<file path="src/rtl/fight_pkg.sv">
// Shared encodings for the fight controller and the per-player character FSMs.
// Attack phase lengths live here so both sides agree on frame timing.
package fight_pkg;

  typedef enum logic [3:0] {
    S_IDLE                = 4'd0,
    S_LEFT                = 4'd1,
    S_RIGHT               = 4'd2,
    S_ATTACK_START        = 4'd3,
    S_ATTACK_ACTIVE       = 4'd4,
    S_ATTACK_RECOVERY     = 4'd5,
    S_ATTACK_DIR_START    = 4'd6,
    S_ATTACK_DIR_ACTIVE   = 4'd7,
    S_ATTACK_DIR_RECOVERY = 4'd8,
    S_STUN                = 4'd9
  } state_t;

  typedef enum logic [1:0] {
    S_NOHIT     = 2'd0,
    S_HITSTUN   = 2'd1,
    S_BLOCKSTUN = 2'd2
  } frame_state_t;

  localparam logic [4:0] ATK_START_LEN    = 5'd5;
  localparam logic [4:0] ATK_ACTIVE_LEN   = 5'd2;
  localparam logic [4:0] ATK_RECOVERY_LEN = 5'd16;
  localparam logic [4:0] DIR_START_LEN    = 5'd4;
  localparam logic [4:0] DIR_ACTIVE_LEN   = 5'd3;
  localparam logic [4:0] DIR_RECOVERY_LEN = 5'd15;
  localparam logic [4:0] CNT_MAX          = 5'd31;

  function automatic logic [4:0] sat_inc(input logic [4:0] v);
    return (v == CNT_MAX) ? v : v + 5'd1;
  endfunction

endpackage

</file>
<file path="src/rtl/char_position.sv">
// Registered character X position: steps left or right by the forward/back
// distance for this player and clamps to the arena bounds without wrapping.
module char_position
  import fight_pkg::*;
#(
  parameter bit         PLAYER    = 1'b0,
  parameter logic [9:0] X_INIT    = 10'd160,
  parameter logic [9:0] X_MIN     = 10'd32,
  parameter logic [9:0] X_MAX     = 10'd544,
  parameter int         FWD_STEP  = 3,
  parameter int         BACK_STEP = 2
)(
  input  logic       clk,
  input  logic       rst,
  input  logic       round_init,
  input  logic       step_en,
  input  logic       step_left,
  output logic [9:0] x_pos
);

  logic [10:0] step;
  logic [10:0] x_ext;
  logic [10:0] x_up;
  logic [10:0] x_dn;
  logic [9:0]  x_next;

  // Player 1 faces right, so moving left is a back step; player 2 is mirrored.
  always_comb begin
    step   = (step_left ^ (PLAYER != 1'b0)) ? 11'(BACK_STEP) : 11'(FWD_STEP);
    x_ext  = {1'b0, x_pos};
    x_up   = x_ext + step;
    x_dn   = x_ext - step;
    x_next = x_pos;
    if (step_en) begin
      if (step_left)
        x_next = (x_ext < ({1'b0, X_MIN} + step)) ? X_MIN : x_dn[9:0];
      else
        x_next = (x_up > {1'b0, X_MAX}) ? X_MAX : x_up[9:0];
    end
  end

  always_ff @(posedge clk or posedge rst) begin
    if (rst)             x_pos <= X_INIT;
    else if (round_init) x_pos <= X_INIT;
    else                 x_pos <= x_next;
  end

endmodule

</file>
<file path="src/rtl/char_fsm.sv">
// Per-player character state machine: movement/attack phases, hit/block stun
// with a controller-supplied stun length, frame counter and X position.
module char_fsm
  import fight_pkg::*;
#(
  parameter bit         PLAYER    = 1'b0,
  parameter logic [9:0] X_INIT    = 10'd160,
  parameter logic [9:0] X_MIN     = 10'd32,
  parameter logic [9:0] X_MAX     = 10'd544,
  parameter int         FWD_STEP  = 3,
  parameter int         BACK_STEP = 2
)(
  input  logic       clk,
  input  logic       rst,
  input  logic       round_init,
  input  logic       input_active,
  input  logic       btn_left,
  input  logic       btn_right,
  input  logic       btn_attack,
  input  logic       hit_in,
  input  logic       block_in,
  input  logic [4:0] load_frame,
  output logic [3:0] state,
  output logic [1:0] frame_state,
  output logic [4:0] frame_counter,
  output logic [9:0] x_pos
);

  state_t       state_q, state_d, req;
  frame_state_t fs_q, fs_d;
  logic [4:0]   cnt_q, cnt_d;
  logic [4:0]   len_q, len_d;
  logic         restart;
  logic         one_dir;
  logic         step_en, step_left;

  always_ff @(posedge clk or posedge rst) begin
    if (rst) begin
      state_q <= S_IDLE;
      fs_q    <= S_NOHIT;
      cnt_q   <= '0;
      len_q   <= '0;
    end else if (round_init) begin
      state_q <= S_IDLE;
      fs_q    <= S_NOHIT;
      cnt_q   <= '0;
      len_q   <= '0;
    end else begin
      state_q <= state_d;
      fs_q    <= fs_d;
      cnt_q   <= cnt_d;
      len_q   <= len_d;
    end
  end

  always_comb begin
    one_dir = btn_left ^ btn_right;
    if (!input_active)              req = S_IDLE;
    else if (btn_attack && one_dir) req = S_ATTACK_DIR_START;
    else if (btn_attack)            req = S_ATTACK_START;
    else if (one_dir)               req = btn_left ? S_LEFT : S_RIGHT;
    else                            req = S_IDLE;

    // The controller answers the stun with its length one frame late.
    len_d = len_q;
    if (state_q == S_STUN && cnt_q == 5'd1)
      len_d = (load_frame == 5'd0) ? 5'd1 : load_frame;

    state_d = state_q;
    fs_d    = fs_q;
    restart = 1'b0;
    if (hit_in) begin
      state_d = S_STUN;
      fs_d    = S_HITSTUN;
      restart = 1'b1;
    end else if (block_in) begin
      state_d = S_STUN;
      fs_d    = S_BLOCKSTUN;
      restart = 1'b1;
    end else begin
      case (state_q)
        S_IDLE, S_LEFT, S_RIGHT: state_d = req;
        S_ATTACK_START:
          if (cnt_q == ATK_START_LEN - 5'd1) state_d = S_ATTACK_ACTIVE;
        S_ATTACK_ACTIVE:
          if (cnt_q == ATK_ACTIVE_LEN - 5'd1) state_d = S_ATTACK_RECOVERY;
        S_ATTACK_RECOVERY:
          if (cnt_q == ATK_RECOVERY_LEN - 5'd1) state_d = req;
        S_ATTACK_DIR_START:
          if (cnt_q == DIR_START_LEN - 5'd1) state_d = S_ATTACK_DIR_ACTIVE;
        S_ATTACK_DIR_ACTIVE:
          if (cnt_q == DIR_ACTIVE_LEN - 5'd1) state_d = S_ATTACK_DIR_RECOVERY;
        S_ATTACK_DIR_RECOVERY:
          if (cnt_q == DIR_RECOVERY_LEN - 5'd1) state_d = req;
        S_STUN:
          if (cnt_q >= 5'd2 && cnt_q >= len_q) begin
            state_d = S_IDLE;
            fs_d    = S_NOHIT;
          end
        default: state_d = S_IDLE;
      endcase
    end

    cnt_d = (restart || state_d != state_q) ? 5'd0 : sat_inc(cnt_q);
  end

  always_comb begin
    step_en       = (state_q == S_LEFT) || (state_q == S_RIGHT);
    step_left     = (state_q == S_LEFT);
    state         = state_q;
    frame_state   = fs_q;
    frame_counter = cnt_q;
  end

  char_position #(
    .PLAYER    (PLAYER),
    .X_INIT    (X_INIT),
    .X_MIN     (X_MIN),
    .X_MAX     (X_MAX),
    .FWD_STEP  (FWD_STEP),
    .BACK_STEP (BACK_STEP)
  ) u_position (
    .clk        (clk),
    .rst        (rst),
    .round_init (round_init),
    .step_en    (step_en),
    .step_left  (step_left),
    .x_pos      (x_pos)
  );

endmodule

</file>
<file path="config.mk">
export PLATFORM = sky130hd
export DESIGN_NAME = char_fsm
export DESIGN_NICKNAME = d
export VERILOG_FILES = /design/src/rtl/fight_pkg.sv /design/src/rtl/char_position.sv /design/src/rtl/char_fsm.sv
export SDC_FILE = /design/constraint.sdc
export NUM_CORES = 1
export LEC_CHECK = 0
export BUFFER_PORTS_ARGS = -buffer_cell sky130_fd_sc_hd__buf_2
export CORE_AREA = 2 2 77 79
export CTS_BUF_LIST = sky130_fd_sc_hd__clkbuf_8
export DETAILED_ROUTE_END_ITERATION = 8
export DIE_AREA = 0 0 79 81
export PLACE_DENSITY = 0.71
export SYNTH_ARGS = -nofsm -noshare
export SYNTH_HDL_FRONTEND = slang
export SYNTH_SLANG_ARGS = --single-unit
</file>
<file path="constraint.sdc">
create_clock -name clk -period 3.7 [get_ports clk]
set_clock_uncertainty 0.2 [all_clocks]
set_input_delay 0.925 -clock clk [delete_from_list [all_inputs] [get_ports clk]]
set_output_delay 0.925 -clock clk [all_outputs]
set_load 0.05 [all_outputs]
</file>
==> results.json <==
{
  "grt_max_degree": 27,
  "diodes": 0,
  "yosys.area.top_type": "dfrtp_1",
  "grt_antenna_before_repair": 0,
  "maxCapViolations": 0,
  "synthesis.area_um2": 2405,
  "cp_cell_sequence": "nor3_2 > inv_2 > ha_1 > inv_1 > ha_1 > nor2b_1 > buf_4 > a2111oi_0 > a41oi_1 > o211a_1 > or2_1 > o22ai_1",
  "dr.pass1.iters": 4,
  "cts_max_path_buffers": 2,
  "finalNetCount": 349,
  "synth_top_area_share_pct": 24.97,
  "final_common_cell": "buf_2",
  "p_int_mw": 0.4801,
  "critPathBufInv": 3,
  "async_flop_share_pct": 100.0,
  "grt_pass1_wl_um": 10430,
  "top_layer_used": "met4",
  "grt_usage_pct": 19.91,
  "final.fill_count": 566,
  "finalSetupViolations": 0,
  "overflow": 0,
  "cp_data_arrival_time_ps": 3170,
  "worst_pin_slew_ps": 1029,
  "wl_met2_um": 3124,
  "ff_latch_area_um2": 654.4,
  "synthTopCellsByArea": "dfrtp_1 25%, ha_1 8.8%, mux2i_1 5.0%",
  "core_area_um2": 5675,
  "htree_levels": 1,
  "outcome": "finished clean",
  "drive_gt1_share_pct": 18.61,
  "vdd_drop_max_uv": 179.1,
  "reg2reg_setup_slack_ps": 530,
  "fin_setup_tns_ps": 0,
  "ys_seq_elements": 26,
  "seq_power_share_pct": 43.4,
  "drtIter0Drc": 104,
  "path_max_fanout": 14,
  "max_freq_mhz": 315.6,
  "io_buffers": 34,
  "num_vias": 2349,
  "cts.sinks": 26,
  "die_h_um": 81,
  "hpwl_um": 4496,
  "die_w_um": 79,
  "place_inst": 388,
  "antenna_left": 0,
  "cts_tree": "built",
  "remaining_drc_errors": 0,
  "min_period_ps": 3168,
  "required_ps": 3700,
  "rsz0062_at_grt": "false",
  "start_util_pct": 42.37,
  "placementRows": 28,
  "area_growth_pct": 12.12,
  "critPathCaptureType": "register",
  "clockRootBuffer": "clkbuf_8",
  "syn_inst": 290,
  "crit_path_max_incr_delay_ps": 550,
  "synth_cell_types": 70,
  "routabilityCongestion": 0.9813,
  "yosysSeqAreaShare_pct": 27.16,
  "wl_per_cell_um": 15.32,
  "p_comb_share_pct": 31.9,
  "clk_pin_slew_ps": 100,
  "io_pins": 35,
  "p_clk_share_pct": 24.7,
  "ctsHoldBuffers": 0,
  "drv_slew": 0,
  "worst-setup-path-type": "register to register",
  "post_cts_buffers": 0,
  "leakagePower_nw": 1.170,
  "finalHoldViolations": 0,
  "wl_met3_um": 231,
  "hp-class": "register to register",
  "routed_wl_um": 6007,
  "multi_input_area_um2": 1592,
  "synth_edf_count": 0,
  "crit_path_frequent_cell": "ha_1",
  "cts-buffers-inserted": 3,
  "clk_latency_ps": 270,
  "wl_met1_um": 2582,
  "post-route-period-util_pct": 85.62,
  "power_density_nw_per_um2": 285.0,
  "critical-path-top-delay-family": "compound AO/OA/AOI/OAI gates",
  "grt_pass1_vias": 2267,
  "cts_resized": 0,
  "critPathSlowestCell": "dfrtp_1",
  "syn_nets": 321,
  "relSlewSlack_pct": 31.33,
  "vias_per_cell": 5.992,
  "p_sw_mw": 0.2883,
  "postSynthAreaPerCell_um2": 8.292,
  "dieArea_um2": 6399,
  "synthFlopType": "dfrtp_1",
  "layout_common_cells": "34 x buf_2, 23 x dfrtp_1, 22 x nor2_1",
  "stdcell_count": 392,
  "yosysWarnings": 0,
  "start_kind": "register",
  "netSwitchingFraction_pct": 37.52
}
worst min-delay path, delay by kind of cell, from the launching register on:
kind	cells	cell delay, ps
flip-flops	1	350
AND/OR/NAND/NOR	1	70
multiplexers	1	60
layer usage:
| layer | up-vias | global-route usage (%) |
|---|---|---|
| met2 | 61 | 37.88 |
| met5 | - | 0 |
| met1 | 1137 | 23.68 |
| met3 | 12 | 2.556 |
| li1 | 1139 | - |
| met4 | 0 | 5.000 |
power by group through the flow:
stage / clock, mW / sequential [mW] / combinational [mW]
global route: 0.212 / 0.337 / 0.274
floorplan: 0 / 0.365 / 0.155
detailed placement: 0 / 0.339 / 0.245
global placement: 0 / 0.338 / 0.239
CTS: 0.198 / 0.333 / 0.246
finish: 0.190 / 0.333 / 0.245
final timing paths:
kind                       startpoint             endpoint  depth (start not counted)
max reg2reg                  state[3]  u_position.x_pos[0]                         12
min                          len_q[2]             len_q[2]                          2
min in group asynchronous         rst  u_position.x_pos[4]                          2
min reg2reg                  len_q[2]             len_q[2]                          2
max in group asynchronous         rst             state[0]                          2
max                          state[3]  u_position.x_pos[0]                         12
flip-flops by register name, indices dropped and copies added, names as in the netlist:
register and flops:
u_position.x_pos 10, len_q 5, frame_counter 5, frame_state 2, state 4
area by class of cell:
class                           instances  share of cell area [%]
Tap cell                               75                   3.480
Sequential cell                        26                   24.27
Multi-Input combinational cell        224                   59.03
Timing Repair Buffer                   40                   7.981
Clock buffer                            4                   2.042
Inverter                               23                   3.202
logic make-up after synthesis:
| group | synth area share (%) |
|---|---|
| multiplexers | 4.995 |
| flip-flops | 27.16 |
| AO/OA/AOI/OAI | 22.95 |
| adder cells (fa/ha/maj) | 8.845 |
| AND/OR/NAND/NOR | 27.21 |
| buffers and inverters | 6.660 |
| XOR/XNOR | 2.186 |
stage by stage:
step                      worst slack (ps)  area, um2  util [%]  hold WS (ps)  total power [mW]
after floorplan                      56.10       2406         -         286.2            0.5209
final                                531.9       2696     47.51         326.6            0.7684
after global routing                 273.0       2696     47.51         365.4            0.8234
after CTS                            518.4       2696     47.51         334.7            0.7772
after detailed placement             526.3       2641     46.54         311.8            0.5834
after global placement               662.2       2641     46.54         304.3            0.5768
synthesized netlist by cell type, types with 3 or more instances:
master    count
dfrtp_1      24
nor2_1       22
inv_1        21
ha_1         17
nand2_1      17
a21oi_1      15
mux2i_1      12
clkbuf_1     10
nand3_1       9
nor4_1        8
nor3_1        7
o21a_1        6
o21ai_0       6
or3_1         6
nand2b_1      5
nand4_1       5
a211oi_1      4
buf_2         4
nand3b_1      4
nand4b_1      4
o211ai_1      4
a21o_1        3
nor2b_1       3
nor3b_1       3
o21ai_1       3
o22ai_1       3
o32a_1        3
xnor2_1       3
xor2_1        3
Power figures use the tool's default switching activity.
